File: src/rtl/gb_video_pkg.sv
// Shared constants, download-state encoding and palette byte expansion for the
// Green Beret colour path.
package gb_video_pkg;

    localparam logic [9:0] PAL_BASE = 10'h000;
    localparam logic [9:0] SPR_BASE = 10'h100;
    localparam logic [9:0] CHR_BASE = 10'h200;
    localparam logic [9:0] DL_LAST  = CHR_BASE + 10'h0FF;

    // EMPTY is the all-zero code so the power-up register value is a legal start state.
    typedef enum logic [1:0] {
        DL_EMPTY   = 2'd0,
        DL_FILLING = 2'd1,
        DL_READY   = 2'd2
    } dl_state_t;

    // BBGGGRRR -> {B,G,R} nibbles, replicating MSBs to fill the 4-bit DAC range.
    function automatic logic [11:0] expand_bbgggrrr(input logic [7:0] i_color);
        return {i_color[7:6], i_color[7:6],
                i_color[5:3], i_color[5],
                i_color[2:0], i_color[2]};
    endfunction

endpackage

File: src/rtl/gb_dpram.sv
// Simple dual-port RAM: write port A, registered read port B with read enable.
module gb_dpram #(
    parameter int AW = 9,
    parameter int DW = 4
) (
    input  logic          clk,
    input  logic          rst,
    input  logic          i_we,
    input  logic [AW-1:0] i_waddr,
    input  logic [DW-1:0] i_wdata,
    input  logic          i_re,
    input  logic [AW-1:0] i_raddr,
    output logic [DW-1:0] o_rdata
);

    logic [DW-1:0] r_mem [2**AW];
    logic [DW-1:0] r_rdata;

    // NOTE: the array has no reset so it maps onto block RAM; only the read register clears.
    always_ff @(posedge clk) begin
        if (i_we) begin
            r_mem[i_waddr] <= i_wdata;
        end
    end

    // NOTE: non-blocking assignments mean a same-edge write is not yet visible here,
    // so an address collision returns the old word.
    always_ff @(posedge clk or posedge rst) begin
        if (rst) begin
            r_rdata <= '0;
        end else if (i_re) begin
            r_rdata <= r_mem[i_raddr];
        end
    end

    assign o_rdata = r_rdata;

endmodule

File: src/rtl/gb_color_lut.sv
// Colour stage: layer/code -> lookup PROM -> palette PROM -> 12-bit {B,G,R},
// with the PROM images loaded from the ROM download stream.
module gb_color_lut
    import gb_video_pkg::*;
(
    input  logic        clk48M,
    input  logic        reset,
    input  logic        PCE,
    input  logic [8:0]  PCODE,
    input  logic        PBLK,
    output logic [11:0] POUT,
    output logic        POUT_VLD,
    input  logic        ROMCL,
    input  logic [9:0]  ROMAD,
    input  logic [7:0]  ROMDT,
    input  logic        ROMEN,
    output logic        LOADED
);

    logic       w_pal_we;
    logic       w_spr_we;
    logic       w_chr_we;
    logic [8:0] w_lut_waddr;
    logic [4:0] w_pal_raddr;
    logic [3:0] w_s1_nib;
    logic [7:0] w_s2_color;
    logic       w_unused_romcl;

    dl_state_t   r_dl_state;
    logic        r_loaded;
    logic        r_s1_layer;
    logic        r_s1_blank;
    logic        r_s2_blank;
    logic [11:0] r_pout;
    logic        r_pout_vld;

    assign w_unused_romcl = ROMCL;

    assign w_pal_we    = ROMEN && (ROMAD[9:5] == PAL_BASE[9:5]);
    assign w_spr_we    = ROMEN && (ROMAD[9:8] == SPR_BASE[9:8]);
    assign w_chr_we    = ROMEN && (ROMAD[9:8] == CHR_BASE[9:8]);
    assign w_lut_waddr = {w_spr_we, ROMAD[7:0]};
    // Sprites own palette 0x00-0x0F, chars 0x10-0x1F.
    assign w_pal_raddr = {~r_s1_layer, w_s1_nib};

    gb_dpram #(.AW(9), .DW(4)) u_lut (
        .clk     (clk48M),
        .rst     (reset),
        .i_we    (w_spr_we || w_chr_we),
        .i_waddr (w_lut_waddr),
        .i_wdata (ROMDT[3:0]),
        .i_re    (PCE),
        .i_raddr (PCODE),
        .o_rdata (w_s1_nib)
    );

    gb_dpram #(.AW(5), .DW(8)) u_pal (
        .clk     (clk48M),
        .rst     (reset),
        .i_we    (w_pal_we),
        .i_waddr (ROMAD[4:0]),
        .i_wdata (ROMDT),
        .i_re    (PCE),
        .i_raddr (w_pal_raddr),
        .o_rdata (w_s2_color)
    );

    // Download tracking deliberately ignores reset: an image survives a video reset.
    always_ff @(posedge clk48M) begin
        if (ROMEN) begin
            case (r_dl_state)
                DL_EMPTY: begin
                    if (ROMAD == PAL_BASE) r_dl_state <= DL_FILLING;
                end
                DL_FILLING: begin
                    if (ROMAD == DL_LAST) begin
                        r_dl_state <= DL_READY;
                        r_loaded   <= 1'b1;
                    end
                end
                DL_READY: begin
                    if (ROMAD == PAL_BASE) begin
                        r_dl_state <= DL_FILLING;
                        r_loaded   <= 1'b0;
                    end
                end
                default: begin
                    r_dl_state <= DL_EMPTY;
                    r_loaded   <= 1'b0;
                end
            endcase
        end
    end

    always_ff @(posedge clk48M or posedge reset) begin
        if (reset) begin
            r_s1_layer <= 1'b0;
            r_s1_blank <= 1'b0;
            r_s2_blank <= 1'b0;
            r_pout     <= 12'h000;
            r_pout_vld <= 1'b0;
        end else begin
            if (PCE) begin
                r_s1_layer <= PCODE[8];
                r_s1_blank <= PBLK;
                // Sprite nibble 0 is transparent and folds into the blank flag.
                r_s2_blank <= r_s1_blank || (r_s1_layer && (w_s1_nib == 4'h0));
            end
            if (!r_loaded) begin
                r_pout     <= 12'h000;
                r_pout_vld <= 1'b0;
            end else if (PCE) begin
                r_pout     <= r_s2_blank ? 12'h000 : expand_bbgggrrr(w_s2_color);
                r_pout_vld <= !r_s2_blank;
            end
        end
    end

    assign POUT     = r_pout;
    assign POUT_VLD = r_pout_vld;
    assign LOADED   = r_loaded;

endmodule

File: config.mk
export PLATFORM = sky130hd
export DESIGN_NAME = gb_color_lut
export DESIGN_NICKNAME = d
export VERILOG_FILES = /design/src/rtl/gb_video_pkg.sv /design/src/rtl/gb_dpram.sv /design/src/rtl/gb_color_lut.sv
export SDC_FILE = /design/constraint.sdc
export NUM_CORES = 2
export LEC_CHECK = 0
export ABC_AREA = 0
export CAP_MARGIN = 10
export CELL_PAD_IN_SITES_DETAIL_PLACEMENT = 0
export CELL_PAD_IN_SITES_GLOBAL_PLACEMENT = 1
export CORE_MARGIN = 3
export CORE_UTILIZATION = 40
export DETAILED_ROUTE_END_ITERATION = 6
export PLACE_DENSITY_LB_ADDON = 0.2
export RECOVER_POWER = 25
export SLEW_MARGIN = 20
export SYNTH_ARGS = -nofsm -noshare
export SYNTH_HDL_FRONTEND = slang
export SYNTH_HIERARCHICAL = 1
export SYNTH_SLANG_ARGS = --single-unit
File: constraint.sdc
create_clock -name clk48M -period 2.2 [get_ports clk48M]
set_input_delay 0.44 -clock clk48M [delete_from_list [all_inputs] [get_ports clk48M]]
set_output_delay 0.44 -clock clk48M [all_outputs]
set_load 0.05 [all_outputs]
==> run summary <==
Status: finished with violations
Failing checks: max-capacitance violations, max-slew violations, negative setup slack
Most frequent cell after synthesis: edfxtp_1
Fin Hold WS: 204 ps
Row count: 175
Die ar.: 237000 um2
Synth Flop Type: edfxtp_1
Vias: 51682
FF+latch area: 69900 um2
Drt pass-1 iters: 5
Die X: 487 um
Multiplexer share of the synthesized area: 0.147
Place WS: -1650 ps
Io pins: 47
Slew @ Worst Pin: 1600 ps
Residual DRC: 0
Setup crit start: u_lut/r_mem[71][2]$_DFFE_PP_
Ratio of cells with drive above 1 in the final layout: 0.376
Worst skew pair latency: 850 ps
Crit path max fanout: 1
Largest net degree at the start of global routing: 122
Cell Area, Synth: 92400 um2
CP Class: reg2reg
Hold Startpoint: PBLK
Max_slew headroom: -0.0635
EDFF count, synth: 2307
Vias in the first global route: 52717
Final setup margin: -298 ps
Worst Path Required: 2940 ps
Synth Area in Compound Gates: 0.0321
Fraction of registers with async set/reset: 0.0103
Leak: 39.6 nW
Post-DP HPWL: 185000 um
Clock tree buffer depth: 3
RSZ-0062 raised after global routing: yes
Fin. Hold Viols: 0
Die H: 487 um
Synth unique cells: 74
Synth Area in Adders: 0
Post-Synth XOR/XNOR Area: 0.0000947
Syn avg cell area: 19.4 um2
Nature of the critical path startpoint: flop
Tmin final: 2500 ps
First-pass GRT wire length: 388000 um
Largest family of logic cells by synthesized area: multiplexers
Max Clock Skew: 32.5 ps
Max-slew violations: 132
Worst min-delay path category: in2reg
Post-Synth Simple-Gate Area: 0.0434
Area Overhead vs Synth: 25.7%
Yosys reg bits: 2331
PortBufs: 45
Synth top area cells: edfxtp_1 75%, mux4_2 11%, mux2i_1 2.7%
Grt total ovfl: 0
CORE AREA: 229000 um2
R2r startpoint: u_lut/r_mem[71][2]$_DFFE_PP_
Multi-input logic area: 21300 um2
Drt total wl: 272000 um
DRT iter0 DRCs: 5382
CTS Root Cell: clkbuf_16
Crit share post-route: 1.14
Leading area contributor after synthesis: edfxtp_1
Most common library cells after synthesis: 2307 x edfxtp_1, 596 x nor2_1, 461 x mux4_2, 246 x mux2i_1, 144 x a22oi_1
Yosys warnings: 6
Sequential share of the synthesized area: 0.756
Sink Count: 2331
Post-synth top area share: 0.749
Initial antenna violation count: 15
Arr. time, crit path: 3240 ps
Post-synth net total: 4795
Fmax: 400 MHz
CTS tree: done
Total CTS buffers: 236
WL/cell: 29.1 um
Post-Syn Instances: 4762
Final RePlAce weighted congestion: 0.856
Power per cell area: 829 nW/um2
CP Capture Type: flop
NumNets Final: 6194
Worst vdd ir: 843 uV
GRT Overall Usage: 0.228
Maxcap violations: 4
Initial core utilization: 0.404
Vias/cell: 5.52
H-tree Lvls: 4
Final setup violation count: 37
Remaining antenna violation count after routing: 0
# fillers: 18617
Clock Pin Slew Worst Setup and Hold Paths: 60 ps
state kept, by name, indices dropped and copies added (netlist names):
signal and cells:
u_lut/r_mem 2048, u_pal/r_mem 256, POUT 8, u_pal/o_rdata 8, u_lut/o_rdata 4, r_dl_state 2
LOADED 1, POUT_VLD 1, r_s1_blank 1, r_s1_layer 1, r_s2_blank 1
routing by layer:
metal | routed length [um] | part of all wire | track usage | vias up
li1 | - | - | - | 22153
met1 | 115000 | 0.42 | 0.323 | 27349
met2 | 132000 | 0.49 | 0.371 | 1813
met3 | 18300 | 0.067 | 0.0377 | 361
met4 | 6820 | 0.025 | 0.0555 | 6
met5 | 28 | 0.00010 | 0 | -
power by group:
part	leakage [nW]	total (mW)	internal, mW	switching [mW]
clock network	3.70	39.6	22.6	17.0
registers	21.0	49.0	48.9	0.107
logic	14.9	7.73	3.32	4.41
worst max-delay path: stages (launching register included):
cell	delay [ps]
edfxtp_1	380
mux4_2	500
mux4_2	540
nor2_2	100
a211oi_1	50
nand4_1	180
nand4b_1	300
a32o_1	320
per-stage QoR:
stage	TNS, ps	utilization	power [mW]	cell area (um2)	cells
2_1_floorplan	-1090	-	53.3	92700	4762
3_3_place_gp	-1459140	0.473	57.3	108000	8916
3_5_place_dp	-1469010	0.473	57.4	108000	8916
4_1_cts	-979	0.508	96.9	116000	9356
5_1_grt	-24440	0.508	99.3	116000	9368
6_report	-1270	0.508	96.3	116000	9368
final cells by class:
cell class                      count  share of cell area
Antenna cell                        1           0.0000215
Clock buffer                      289              0.0529
Clock inverter                    146              0.0123
Inverter                           13            0.000420
Multi-Input combinational cell   2108               0.184
Sequential cell                  2331               0.601
Tap cell                         3009              0.0324
Timing Repair Buffer             1471               0.117
placed cells by master, fill, tap and decap left out, drive strengths merged, types with 26 or more instances in the layout:
master	n
o22ai	40
mux2i	246
clkbuf	324
mux4	479
edfxtp	2307
buf	1402
a21oi	84
a22oi	144
nand2	133
mux2	26
nand3	36
o21ai	26
clkinv	106
nor2b	43
nor2	596
kinds of logic (layout without fill, tap and decap cells):
kind of cell	after synthesis	after routing
AOI/OAI and AO/OA	423	423
xor gates and xnor gates	1	1
buffers and inverters	323	1919
DFF	2331	2331
muxes	751	751
other	0	1
and+or+nand+nor	933	933
path summary, 6_finish.rpt:
path                                                end  slack, ps  cells after the start
max                        u_lut/o_rdata[2]$_DFFE_PP0P_       -300                      7
min                              r_s1_blank$_DFFE_PP0P_        200                      2
max reg2reg                u_lut/o_rdata[2]$_DFFE_PP0P_       -300                      7
min reg2reg                u_pal/o_rdata[5]$_DFFE_PP0P_        520                      1
max in group asynchronous  u_lut/o_rdata[0]$_DFFE_PP0P_       1200                      3
min in group asynchronous  u_pal/o_rdata[0]$_DFFE_PP0P_        610                      3
what timing repair did:
action | in CTS | in global routing
hold buffers | 5 | 0
buffers inserted | 1 | 6
cloned | 0 | 5
endpoints found under the setup margin | 25 | 37
pin swaps | 14 | 17
resized for setup | 123 | 39
endpoints found under the hold margin | 76 | 0
(Power assumes the default switching activity.)
